### config.mk
export PLATFORM = sky130hd
export DESIGN_NAME = operand_fetch_flat
export DESIGN_NICKNAME = d
export VERILOG_FILES = /design/src/rtl/operand_fetch_if.sv /design/src/rtl/operand_fetch.sv /design/src/flat_wrapper.sv
export SDC_FILE = /design/constraint.sdc
export NUM_CORES = 1
export LEC_CHECK = 0
export ABC_AREA = 0
export BUFFER_PORTS_ARGS = -buffer_cell sky130_fd_sc_hd__buf_2
export CAP_MARGIN = 25
export CORE_MARGIN = 10
export CORE_UTILIZATION = 45
export CTS_CLUSTER_SIZE = 40
export DETAILED_ROUTE_END_ITERATION = 8
export PLACE_DENSITY = 0.72
export SYNTH_ARGS = -nofsm -noshare
export SYNTH_HDL_FRONTEND = slang
export SYNTH_SLANG_ARGS = --single-unit
### constraint.sdc
create_clock -name clk -period 2.85 [get_ports clk]
set_clock_uncertainty 0.15 [all_clocks]
set_input_delay 0.1425 -clock clk [delete_from_list [all_inputs] [get_ports clk]]
set_output_delay 0.1425 -clock clk [all_outputs]
set_load 0.005 [all_outputs]
### src/rtl/operand_fetch_if.sv
// Bundle of decode, register-file, writeback and execute-side signals of the operand-fetch stage.
interface operand_fetch_if #(
  parameter int unsigned REGS_PTR_W = 5,
  parameter int unsigned REGS_NUM   = 32,
  parameter int unsigned REG_SIZE   = 32
);
  logic                  in_vld;
  logic                  in_rdy;
  logic [REGS_PTR_W-1:0] in_rs1;
  logic [REGS_PTR_W-1:0] in_rs2;
  logic [REGS_PTR_W-1:0] in_rd;
  logic                  in_rd_we;

  logic [REGS_PTR_W-1:0] rf_rs1;
  logic [REGS_PTR_W-1:0] rf_rs2;
  logic [REG_SIZE-1:0]   rf_rd1;
  logic [REG_SIZE-1:0]   rf_rd2;
  logic                  rf_we;
  logic [REGS_PTR_W-1:0] rf_wa;
  logic [REG_SIZE-1:0]   rf_wd;

  logic                  wb_vld;
  logic [REGS_PTR_W-1:0] wb_rd;
  logic [REG_SIZE-1:0]   wb_data;

  logic                  out_vld;
  logic                  out_rdy;
  logic [REG_SIZE-1:0]   out_op1;
  logic [REG_SIZE-1:0]   out_op2;
  logic [REGS_PTR_W-1:0] out_rd;
  logic                  out_rd_we;

  logic [REGS_NUM-1:0]   sb_pend;

  modport slave (
    input  in_vld, in_rs1, in_rs2, in_rd, in_rd_we,
    input  rf_rd1, rf_rd2,
    input  wb_vld, wb_rd, wb_data,
    input  out_rdy,
    output in_rdy, rf_rs1, rf_rs2, rf_we, rf_wa, rf_wd,
    output out_vld, out_op1, out_op2, out_rd, out_rd_we, sb_pend
  );

  modport master (
    output in_vld, in_rs1, in_rs2, in_rd, in_rd_we,
    output rf_rd1, rf_rd2,
    output wb_vld, wb_rd, wb_data,
    output out_rdy,
    input  in_rdy, rf_rs1, rf_rs2, rf_we, rf_wa, rf_wd,
    input  out_vld, out_op1, out_op2, out_rd, out_rd_we, sb_pend
  );
endinterface

### src/rtl/operand_fetch.sv
// Operand-fetch stage: register-file read, scoreboard stall, same-cycle writeback bypass and a
// single-entry valid/ready output register.
module operand_fetch #(
  parameter int unsigned REGS_PTR_W = 5,
  parameter int unsigned REGS_NUM   = 32,
  parameter int unsigned REG_SIZE   = 32
) (
  input logic              clk,
  input logic              rst_n,
  operand_fetch_if.slave   bus
);

  logic [REGS_NUM-1:0]   sb_pend_q, sb_pend_d;
  logic [REGS_NUM-1:0]   clr, set, eff;
  logic                  out_vld_q, out_vld_d;
  logic [REG_SIZE-1:0]   out_op1_q, out_op1_d;
  logic [REG_SIZE-1:0]   out_op2_q, out_op2_d;
  logic [REGS_PTR_W-1:0] out_rd_q, out_rd_d;
  logic                  out_rd_we_q, out_rd_we_d;
  logic                  haz_rs1, haz_rs2, haz_waw, hazard;
  logic                  in_rdy, accept;
  logic [REG_SIZE-1:0]   op1, op2;

  // Zero pointer reads as 0; a writeback landing this cycle overrides the stale file value.
  function automatic logic [REG_SIZE-1:0] sel_op(input logic [REGS_PTR_W-1:0] ptr,
                                                 input logic [REG_SIZE-1:0]   rf_val,
                                                 input logic                  wb_hit,
                                                 input logic [REG_SIZE-1:0]   wb_val);
    if (ptr == '0) begin
      return '0;
    end else if (wb_hit) begin
      return wb_val;
    end
    return rf_val;
  endfunction

  always_comb begin
    clr = '0;
    if (bus.wb_vld) begin
      clr[bus.wb_rd] = 1'b1;
    end
    eff = sb_pend_q & ~clr;

    haz_rs1 = (bus.in_rs1 != '0) & eff[bus.in_rs1];
    haz_rs2 = (bus.in_rs2 != '0) & eff[bus.in_rs2];
    haz_waw = bus.in_rd_we & (bus.in_rd != '0) & eff[bus.in_rd];
    hazard  = haz_rs1 | haz_rs2 | haz_waw;

    in_rdy = (~out_vld_q | bus.out_rdy) & ~hazard;
    accept = bus.in_vld & in_rdy;

    op1 = sel_op(bus.in_rs1, bus.rf_rd1, clr[bus.in_rs1], bus.wb_data);
    op2 = sel_op(bus.in_rs2, bus.rf_rd2, clr[bus.in_rs2], bus.wb_data);

    set = '0;
    if (accept && bus.in_rd_we && (bus.in_rd != '0)) begin
      set[bus.in_rd] = 1'b1;
    end
    // Set is OR-ed after the clear so a same-cycle reissue keeps the register pending.
    sb_pend_d = eff | set;
  end

  always_comb begin
    out_vld_d   = out_vld_q;
    out_op1_d   = out_op1_q;
    out_op2_d   = out_op2_q;
    out_rd_d    = out_rd_q;
    out_rd_we_d = out_rd_we_q;
    if (accept) begin
      out_vld_d   = 1'b1;
      out_op1_d   = op1;
      out_op2_d   = op2;
      out_rd_d    = bus.in_rd;
      out_rd_we_d = bus.in_rd_we;
    end else if (bus.out_rdy) begin
      out_vld_d = 1'b0;
    end
  end

  always_ff @(posedge clk or negedge rst_n) begin
    if (!rst_n) begin
      sb_pend_q   <= '0;
      out_vld_q   <= 1'b0;
      out_op1_q   <= '0;
      out_op2_q   <= '0;
      out_rd_q    <= '0;
      out_rd_we_q <= 1'b0;
    end else begin
      sb_pend_q   <= sb_pend_d;
      out_vld_q   <= out_vld_d;
      out_op1_q   <= out_op1_d;
      out_op2_q   <= out_op2_d;
      out_rd_q    <= out_rd_d;
      out_rd_we_q <= out_rd_we_d;
    end
  end

  assign bus.in_rdy    = in_rdy;
  assign bus.rf_rs1    = bus.in_rs1;
  assign bus.rf_rs2    = bus.in_rs2;
  assign bus.rf_we     = bus.wb_vld & (bus.wb_rd != '0);
  assign bus.rf_wa     = bus.wb_rd;
  assign bus.rf_wd     = bus.wb_data;
  assign bus.out_vld   = out_vld_q;
  assign bus.out_op1   = out_op1_q;
  assign bus.out_op2   = out_op2_q;
  assign bus.out_rd    = out_rd_q;
  assign bus.out_rd_we = out_rd_we_q;
  assign bus.sb_pend   = sb_pend_q;

endmodule

### src/flat_wrapper.sv
// flat-port wrapper written by rule: the top's interface ports become plain ports
module operand_fetch_flat 
#(
  parameter int unsigned REGS_PTR_W = 5,
  parameter int unsigned REGS_NUM   = 32,
  parameter int unsigned REG_SIZE   = 32
)
  (clk, rst_n, bus_in_vld, bus_in_rs1, bus_in_rs2, bus_in_rd, bus_in_rd_we, bus_rf_rd1, bus_rf_rd2, bus_wb_vld, bus_wb_rd, bus_wb_data, bus_out_rdy, bus_in_rdy, bus_rf_rs1, bus_rf_rs2, bus_rf_we, bus_rf_wa, bus_rf_wd, bus_out_vld, bus_out_op1, bus_out_op2, bus_out_rd, bus_out_rd_we, bus_sb_pend);
  operand_fetch_if #(.REGS_PTR_W(REGS_PTR_W), .REGS_NUM(REGS_NUM), .REG_SIZE(REG_SIZE)) bus_i ();
  input logic clk;
  input logic rst_n;
  input wire logic [$bits(bus_i.in_vld)-1:0] bus_in_vld;
  input wire logic [$bits(bus_i.in_rs1)-1:0] bus_in_rs1;
  input wire logic [$bits(bus_i.in_rs2)-1:0] bus_in_rs2;
  input wire logic [$bits(bus_i.in_rd)-1:0] bus_in_rd;
  input wire logic [$bits(bus_i.in_rd_we)-1:0] bus_in_rd_we;
  input wire logic [$bits(bus_i.rf_rd1)-1:0] bus_rf_rd1;
  input wire logic [$bits(bus_i.rf_rd2)-1:0] bus_rf_rd2;
  input wire logic [$bits(bus_i.wb_vld)-1:0] bus_wb_vld;
  input wire logic [$bits(bus_i.wb_rd)-1:0] bus_wb_rd;
  input wire logic [$bits(bus_i.wb_data)-1:0] bus_wb_data;
  input wire logic [$bits(bus_i.out_rdy)-1:0] bus_out_rdy;
  output wire logic [$bits(bus_i.in_rdy)-1:0] bus_in_rdy;
  output wire logic [$bits(bus_i.rf_rs1)-1:0] bus_rf_rs1;
  output wire logic [$bits(bus_i.rf_rs2)-1:0] bus_rf_rs2;
  output wire logic [$bits(bus_i.rf_we)-1:0] bus_rf_we;
  output wire logic [$bits(bus_i.rf_wa)-1:0] bus_rf_wa;
  output wire logic [$bits(bus_i.rf_wd)-1:0] bus_rf_wd;
  output wire logic [$bits(bus_i.out_vld)-1:0] bus_out_vld;
  output wire logic [$bits(bus_i.out_op1)-1:0] bus_out_op1;
  output wire logic [$bits(bus_i.out_op2)-1:0] bus_out_op2;
  output wire logic [$bits(bus_i.out_rd)-1:0] bus_out_rd;
  output wire logic [$bits(bus_i.out_rd_we)-1:0] bus_out_rd_we;
  output wire logic [$bits(bus_i.sb_pend)-1:0] bus_sb_pend;
  assign bus_i.in_vld = bus_in_vld;
  assign bus_i.in_rs1 = bus_in_rs1;
  assign bus_i.in_rs2 = bus_in_rs2;
  assign bus_i.in_rd = bus_in_rd;
  assign bus_i.in_rd_we = bus_in_rd_we;
  assign bus_i.rf_rd1 = bus_rf_rd1;
  assign bus_i.rf_rd2 = bus_rf_rd2;
  assign bus_i.wb_vld = bus_wb_vld;
  assign bus_i.wb_rd = bus_wb_rd;
  assign bus_i.wb_data = bus_wb_data;
  assign bus_i.out_rdy = bus_out_rdy;
  assign bus_in_rdy = bus_i.in_rdy;
  assign bus_rf_rs1 = bus_i.rf_rs1;
  assign bus_rf_rs2 = bus_i.rf_rs2;
  assign bus_rf_we = bus_i.rf_we;
  assign bus_rf_wa = bus_i.rf_wa;
  assign bus_rf_wd = bus_i.rf_wd;
  assign bus_out_vld = bus_i.out_vld;
  assign bus_out_op1 = bus_i.out_op1;
  assign bus_out_op2 = bus_i.out_op2;
  assign bus_out_rd = bus_i.out_rd;
  assign bus_out_rd_we = bus_i.out_rd_we;
  assign bus_sb_pend = bus_i.sb_pend;
  operand_fetch #(.REGS_PTR_W(REGS_PTR_W), .REGS_NUM(REGS_NUM), .REG_SIZE(REG_SIZE)) u_core (.clk(clk), .rst_n(rst_n), .bus(bus_i));
endmodule
Yosys cells after proc, flatten, opt, wreduce, memory -nomap -nowiden
Cells that the tools add are included.
{ "op_classes": {"order_cmp": 6, "mux": 28, "bitwise": 15, "n_reduce_logical": 11} }
{ "op_table": {"columns": ["operator", "count"], "rows": [
  ["two-way mux 32 bit", 8],
  ["bitwise AND 32 bit", 1],
  ["NOT 32 bit", 1],
  ["bitwise OR 32 bit", 1],
  ["binary-select mux 1 bit (select 5 bit)", 5],
  ["less-than comparator 5 x 6 -> 1 bit, second input constant", 4],
  ["nonzero test 5 bit", 4],
  ["two-way mux 1 bit", 13],
  ["demux 1 bit (select 5 bit)", 2],
  [">= comparator 5 x 1 -> 1 bit, second input constant", 2],
  ["zero test 5 bit", 2],
  ["bitwise AND 1 bit", 7],
  ["logical AND 1 bit", 4],
  ["bitwise OR 1 bit", 3],
  ["NOT 1 bit", 2],
  ["nonzero test 2 bit", 1]
]} }
{ "word_totals": {"ff_bits": 103, "inputBits": 122, "out_inout_bits": 152, "elab_cells": 66} }

Longest topological paths before layout
Gate-level depths: netlist of the first run.
{ "logic_depth": {"ltp_word": 19, "ltp_mapped": 12, "ltp_nobuf": 8} }

Worst setup path before layout of the first run
OpenSTA, ideal clock, no wires.
{ "synth_timing": {"path_kind": "input to register", "from": "in bus_wb_rd[3]", "to": "reg u_core.out_op1_q[12] (netlist: u_core.bus.out_op1[12])", "setup_time_ns": 0.125, "arrival_time_ns": 2.561, "required_time_ns": 2.575, "setup_slack_ns": 0.014, "stages": 10, "n_path_buf": 4, "path_cell_list": "buf_4 or4b_1 buf_2 o311a_1 nor4_2 and4_4 and4_4 buf_12 buf_12 mux2_4"} }
{ "synth_via": {"elab_chain_len": 15, "word_cells_on_any_way": 27, "classes_between": "order compare: 2; mux: 14; bitwise: 10; reduce/logical: 1"} }
{ "synth_lines": {"columns": ["item", "line", "text"], "rows": [
  ["start, declared", "flat_wrapper.sv:20", "input wire logic [$bits(bus_i.wb_rd)-1:0] bus_wb_rd;"],
  ["less-than comparator 5 x 6 -> 1 bit (implied by the code) / >= comparator 5 x 1 -> 1 bit (equally long branches)", "operand_fetch.sv:40", "clr[bus.wb_rd] = 1'b1;"],
  ["logical AND 1 bit (implied by the code)", "operand_fetch.sv:40", null],
  ["two-way mux 1 bit (implied by the code)", "operand_fetch.sv:40", null],
  ["demux 1 bit (select 5 bit) *", null, null],
  ["two-way mux 32 bit *", "operand_fetch.sv:39", "if (bus.wb_vld) begin"],
  ["NOT 32 bit", "operand_fetch.sv:42", "eff = sb_pend_q & ~clr;"],
  ["bitwise AND 32 bit", "operand_fetch.sv:42", null],
  ["binary-select mux 1 bit (select 5 bit) (on tied branches)", "operand_fetch.sv:44, operand_fetch.sv:45", null],
  ["two-way mux 1 bit (on tied branches)", "operand_fetch.sv:44, operand_fetch.sv:45", null],
  ["bitwise AND 1 bit (on tied branches)", "operand_fetch.sv:44, operand_fetch.sv:45", null],
  ["bitwise OR 1 bit (2 in a row)", "operand_fetch.sv:47", "hazard = haz_rs1 | haz_rs2 | haz_waw;"],
  ["NOT 1 bit", "operand_fetch.sv:49", "in_rdy = (~out_vld_q | bus.out_rdy) & ~hazard;"],
  ["bitwise AND 1 bit", "operand_fetch.sv:49", null],
  ["bitwise AND 1 bit", "operand_fetch.sv:50", "accept = bus.in_vld & in_rdy;"],
  ["end signal, assigned", "operand_fetch.sv:91", "out_op1_q <= out_op1_d;"],
  ["end, declared", "operand_fetch.sv:16", "logic [REG_SIZE-1:0] out_op1_q, out_op1_d;"]
]} }
Mark *: on every way between the ends. The rest lies on a longest branch, timed or not. The select of a mux whose other input is x is not followed.
A chain may end at the register's enable or synchronous reset.

Worst setup path after layout of the first run
{ "layout_timing": {"from": "reg u_core.sb_pend_q[31] (netlist: u_core.bus.sb_pend[31])", "to": "reg u_core.out_op1_q[4] (netlist: u_core.bus.out_op1[4])"} }
{ "layout_via": {"elab_chain_len": 9, "word_cells_on_any_way": 15, "classes_between": "mux: 6; bitwise: 9"} }
{ "layout_lines": {"columns": ["item", "line", "text"], "rows": [
  ["start, declared", "operand_fetch.sv:13", "logic [REGS_NUM-1:0] sb_pend_q, sb_pend_d;"],
  ["start signal, assigned", "operand_fetch.sv:89", "sb_pend_q <= sb_pend_d;"],
  ["bitwise AND 32 bit *", "operand_fetch.sv:42", null],
  ["binary-select mux 1 bit (select 5 bit) (on tied branches)", "operand_fetch.sv:44, operand_fetch.sv:45", null],
  ["two-way mux 1 bit (on tied branches)", "operand_fetch.sv:44, operand_fetch.sv:45", null],
  ["bitwise AND 1 bit (on tied branches)", "operand_fetch.sv:44, operand_fetch.sv:45", null],
  ["bitwise OR 1 bit", "operand_fetch.sv:47", null],
  ["bitwise OR 1 bit *", "operand_fetch.sv:47", null],
  ["NOT 1 bit *", "operand_fetch.sv:49", null],
  ["bitwise AND 1 bit *", "operand_fetch.sv:49", null],
  ["bitwise AND 1 bit *", "operand_fetch.sv:50", null]
]} }
Marked as above.

==> results.md, run 1 <==
- Status: completed
- H-tree depth: 3
- Fmax: 360 MHz
- RSZ-0062 raised after global routing: false
- Clk root buf: clkbuf_16
- Cell breakdown of the critical path: o21ai_1, o22ai_1, or4_1, o21ai_2, and4_4, and4_4, buf_12, mux2_2
- Port buffer count: approximately 270
- Required time worst endpoint: 2.94 ns
- Post-Syn Area: 6910 um2
- Largest cells by area after synthesis: dfrtp_1 (37%), mux2i_1 (11%), mux2_4 (8.3%), mux2_2 (6.8%), buf_4 (5.6%)
- Layout area overhead: 30.8%
- Sequential fraction of the synthesis area: 37.3%
- Commonest non-fill, non-tap cells in the layout: buf_2 (272), dfrtp_1 (103), buf_4 (85)
- Post-synthesis cell type count: 64
- Post-layout util: approximately 60%
- Commonest non-fill, non-tap cell in the layout: buf_2
- Setup ws final: 0.0703 ns
- HP Class: primary input to flop
- Sink Count: 103
- Routed len/inst: 22.0 um
- GP Congestion: around 0.98
- Asr flop ratio synth: 100%
- Worst VDD drop: just over 0.4 mV
- Slew margin rel.: roughly half
- Row count: 45
- # DRC: 0
- Synth Flop Type: dfrtp_1
- Max-slew violations: 0
- Worst-Margin Slew: about 0.75 ns
- Die H: around 140 um
- Crit-path slowest cell: or4_1
- Ratio of cells with drive above 1 in the final layout: 50.9%
- Top Ports: 274
- DR vias: between 6000 and 7000
- CP startpoint kind: flop
- Hold Fails Final Rpt: 0
- Layout fillers: 1330
- DRT Pass-1 Iters: 5
- Clk_lat worst skew: 0.36 ns
- LEAKAGE: 4.24 nW
- Vias in the first global route: 6702
- Number of synthesized flops with an enable pin: 0
- Delay of the slowest critical-path stage: between 0.5 and 0.6 ns
- Clk buf depth: 2
- Core area: approximately 15000 um2
- Largest net degree at the start of global routing: 56
- Worst slack, placed: -0.355 ns
- PwrDens: 594 nW/um2
- Drt via density: 5.70
- Die width: 144 um
- Post-DP HPWL: between 15 and 20 mm
- Max-Cap Viols: 0
- Final Net Count: 1065
- ANT nets after route: 0
- Area leader, netlist: dfrtp_1
- Initial DRC count: 363
- Synthesis Warnings: 0
- TritonCTS Buffers: 9
- Cells after Synth: 662
- Yosys top cell area share: 37.3%
- Yosys reg bits: 103
- Clock slew at reported path FFs: about 0.070 ns
- Initial antenna violation count: 1
- Post-synth net total: 784
- First-pass GRT wire length: approximately 38 mm
- Initial Util: around 46%
- Final period util: 97.5%
- Minimum clock period: 2.78 ns
- Final setup violation count: 0
- CP endpoint kind: flop
- GR Overflow Total: 0
- Syn_area_per_cell: about 10 um2
- Total GRT Usage: a little under a quarter
- DIE AREA: between 20000 and 25000 um2
- Arrival time at the worst endpoint: between 2 and 3 ns
- Drt total wl: 25.1 mm
- Design Power: 0.00537 W
- CTS tree: built
- WS Path Type: flop to flop
- Crit path max fanout: 28
- Worst path most repeated cell: and4_4
-- cells by family (layout without fill, tap and decap cells) --
logic type,Yosys count,in the layout,synth area share [%]
multiplexers,158,158,26.9
other,0,1,0
flip-flops,103,103,37.3
buffers and inverters,106,392,9.95
AO/OA/AOI/OAI,120,120,12.5
XOR/XNOR,9,9,1.14
AND/OR/NAND/NOR,166,166,12.2
-- sequential cells by signal, summed over array words and instances, names as in the netlist --
name	flops
u_core.bus.out_op2	32
u_core.bus.out_rd_we	1
u_core.bus.out_vld	1
u_core.bus.out_op1	32
u_core.bus.sb_pend	32
u_core.bus.out_rd	5
-- cell usage after synthesis, types with 6 or more instances --
library cell,count
buf_1,13
buf_4,52
clkbuf_1,23
dfrtp_1,103
inv_1,6
mux2_2,42
mux2_4,38
mux2i_1,75
nand2_1,23
nand2b_1,7
nand3_1,7
nand4_1,6
nor2_1,79
nor3_1,7
o2111ai_1,7
o211ai_1,11
o21ai_0,22
o21ai_1,10
o22ai_1,6
o31ai_1,30
xor2_1,7
-- critical path, delay by kind of cell, from the launching register on --
family	cells	cell delay [ns]
flip-flops	1	0.39
AO/OA/AOI/OAI	3	0.44
buffers and inverters	1	0.23
AND/OR/NAND/NOR	3	1.09
multiplexers	1	0.36
-- power by group --
part / switching [W] / internal [W]
logic: 0.000881 / 0.00106
clock network: 0.000570 / 0.000772
registers: 0.000235 / 0.00185
-- cell type report --
| cell class | count | area (um2) | share of cell area (%) |
|---|---|---|---|
| antenna | 1 | 2.50 | 0.0277 |
| inverter | 7 | 26.3 | 0.291 |
| clock buffer | 9 | 225 | 2.49 |
| tap | 188 | 235 | 2.60 |
| clock inverter | 7 | 95.1 | 1.05 |
| timing repair buffer | 369 | 2200 | 24.3 |
| multi-input combinational | 453 | 3680 | 40.7 |
| sequential | 103 | 2580 | 28.5 |
-- worst paths after layout --
kind                                        start                     end  slack (ns)  depth (start not counted)
max reg2reg                u_core.bus.sb_pend[31]   u_core.bus.out_op1[4]        0.07                          8
min in group asynchronous                   rst_n      u_core.bus.out_vld        0.25                          2
min reg2reg                u_core.bus.out_op2[25]  u_core.bus.out_op2[25]        0.36                          1
min                                bus_rf_rd2[29]  u_core.bus.out_op2[29]        0.01                          4
max                        u_core.bus.sb_pend[31]   u_core.bus.out_op1[4]        0.07                          8
max in group asynchronous                   rst_n   u_core.bus.out_op2[8]        1.56                          3
-- routing by layer --
layer | up-vias | wire length (um) | track usage (%)
li1 | 2946 | - | -
met1 | 3149 | 9750 | 27.7
met2 | 320 | 12100 | 38.6
met3 | 61 | 2370 | 6.77
met4 | 0 | 849 | 10.1
met5 | - | 0 | 0
-- timing repair --
| item | CTS | global route |
|---|---|---|
| buffers inserted | 0 | 1 |
| hold buffers | 4 | 0 |
| endpoints found under the hold margin | 57 | 0 |
| resized for setup | 0 | 10 |
| setup endpoints to repair | 0 | 67 |
-- stage by stage --
step                hold WS, ns  TNS, ns  cells  area [um2]
finish                   0.0113        0   1137        9040
global route             0.0106        0   1137        9040
CTS                     0.00460        0   1135        9010
detailed placement        0.112   -25.32   1115        8650
global placement          0.103   -17.77   1115        8650
floorplan                -0.303        0    662        6910
Power figures use the tool's default switching activity.
==> inputs of run 2 (changes only) <==
--- a/config.mk
+++ b/config.mk
@@ -13,6 +13,8 @@
 export CTS_CLUSTER_SIZE = 40
 export DETAILED_ROUTE_END_ITERATION = 8
 export PLACE_DENSITY = 0.72
+export REMOVE_ABC_BUFFERS = 1
+export SKIP_CTS_REPAIR_TIMING = 1
 export SYNTH_ARGS = -nofsm -noshare
 export SYNTH_HDL_FRONTEND = slang
 export SYNTH_SLANG_ARGS = --single-unit
==> run 2 against run 1 <==
  * The run now ends with negative setup slack left
  * Global-route usage grew 0.75 points
  * Non-clock buffer count grew 22
  * Critical path depth is the same
  * Fmax shrank 3.1%
  * Clock power is essentially flat
  * Flip-flop and latch count is the same
  * Worst hold slack lost 0.0054 ns
==> results.md, run 2 (synthesis gave the netlist of run 1 again) <==
- Status: finished with violations
- Failing checks: negative setup slack
- GP Congestion: between 0.9 and 1
- Final period util: 101%
- Worst-Margin Slew: 0.711 ns
- DIE AREA: 20700 um2
- Critical path's top delay family: simple AND/OR/NAND/NOR gates
- Top Ports: 274
- Row count: 45
- FF-to-FF Start: u_core.bus.sb_pend[14]
- Placed cell areas: 8830 um2
- Max-slew violations: 0
- Vias in the first global route: 6826
- HP Start: bus_rf_rd2[28]
- Worst path bufs/invs: 2
- Routed len/inst: around 22 um
- TritonCTS Buffers: 9
- Sink Count: 103
- CP endpoint kind: primary output
- Clock slew at reported path FFs: 0.08 ns
- Largest net degree at the start of global routing: 55
- RSZ-0062 raised after global routing: true
- HP Class: primary input to flop
- Clk buf depth: 2
- Layout area overhead: 33.5%
- Clk_lat worst skew: 0.36 ns
- Layout fillers: 1318
- Total GRT Usage: 24.2%
- Port buffer count: 273
- Fmax: ~350 MHz
- LEAKAGE: 4.35 nW
- Final Net Count: roughly 1100
- FF-to-FF path depth: 9
- CP startpoint kind: flop
- Core area: 15100 um2
- DR vias: 6622
- Drt total wl: ~26 mm
- GR Overflow Total: 0
- Terminus of the critical flop-to-flop path: u_core.bus.out_rd_we
- Final setup violation count: 1
- Delay of the slowest critical-path stage: ~0.43 ns
- DRT Pass-1 Iters: 8
- Setup ws final: -0.0184 ns
- Crit path max fanout: 3
- Slew margin rel.: between 50% and 60%
- R2R Setup Slk: 0.01 ns
- Crit-path slowest cell: or3_4
- Cell breakdown of the critical path: o21ai_1, mux2i_1, o31ai_1, a211o_1, or3_4, buf_4, and3_1, buf_2
- WHS Path Cells: 4
- Drt via density: 5.71
- Worst slack, placed: -0.346 ns
- Die width: 144 um
- H-tree depth: 3
- First-pass GRT wire length: a little under 40 mm
- Commonest non-fill, non-tap cells in the layout: buf_2 (272), buf_4 (109), dfrtp_1 (103)
- Max-Cap Viols: 0
- Commonest non-fill, non-tap cell in the layout: buf_2
- # DRC: 0
- Initial antenna violation count: 1
- Minimum clock period: 2.87 ns
- Arrival time at the worst endpoint: 2.58 ns
- ANT nets after route: 0
- Fin area: 9230 um2
- Post-DP HPWL: 20.2 mm
- Initial DRC count: about 780
- Die H: 144 um
- WHS Endpoint: u_core.bus.out_op2[28]
- PwrDens: 590 nW/um2
- Ratio of cells with drive above 1 in the final layout: 52.3%
- Required time worst endpoint: 2.56 ns
- CTS tree: built
- Hold Fails Final Rpt: 0
- Worst VDD drop: 0.387 mV
- Clk root buf: clkbuf_16
- WS Path Type: flop to primary output
- Initial Util: between 40 and 50%
==> run 2: worst max path at each step <==
stage                                start                      to  slack, ns  cells after the start
floorplan                    bus_in_rs1[0]  u_core.bus.out_op1[12]      -0.67                      4
global placement              bus_wb_rd[2]   u_core.bus.out_op1[2]      -0.39                     10
detailed placement            bus_wb_rd[2]   u_core.bus.out_op1[3]      -0.35                     10
CTS                  u_core.bus.sb_pend[3]   u_core.bus.out_op1[5]      -0.04                      8
global route        u_core.bus.sb_pend[15]              bus_in_rdy     -0.004                      8
finish              u_core.bus.sb_pend[14]              bus_in_rdy      -0.02                      8
==> run 2: report_power, final <==
| group | total (W) | leakage, nW | internal, W | switching [W] |
|---|---|---|---|---|
| registers | 0.00209 | 1.27 | 0.00185 | 0.000242 |
| logic | 0.00200 | 2.93 | 0.00109 | 0.000910 |
| clock network | 0.00134 | 0.155 | 0.000711 | 0.000632 |
==> run 2: layout make-up <==
| class | instances | area, um2 | share of cell area [%] |
|---|---|---|---|
| diodes | 1 | 2.50 | 0.0271 |
| clock buffers | 9 | 225 | 2.44 |
| clock inverters | 7 | 101 | 1.10 |
| inverters | 7 | 26.3 | 0.285 |
| multi-input cells | 454 | 3700 | 40.1 |
| flip-flops and latches | 103 | 2580 | 27.9 |
| well taps | 188 | 235 | 2.55 |
| repair buffers | 391 | 2360 | 25.6 |
==> run 2: worst min-delay path, stage by stage <==
cell and delay (ns):
buf_2 0.08, mux2i_1 0.05, nor2_1 0.07, mux2_2 0.14
==> run 2: per-stage QoR <==
step	hold WS (ns)	setup TNS (ns)	instances	util [%]	total power, W
floorplan	-0.303	-37.00	563	-	0.00292
global placement	0.0753	-27.06	1139	58.3	0.00406
detailed placement	0.0778	-24.00	1139	58.3	0.00410
CTS	-0.309	-0.789	1155	60.5	0.00546
global route	0.00539	-0.00352	1160	60.9	0.00572
finish	0.00586	-0.0184	1160	60.9	0.00544
==> run 2: routing by layer <==
layer  vias to the layer above  track usage, %  part of all wire, %
met1                      3202            30.2                   41
met5                         -               0                    0
met3                        76            5.54                  8.1
li1                       2998               -                    -
met2                       346            39.9                   49
met4                         0            8.44                  2.7
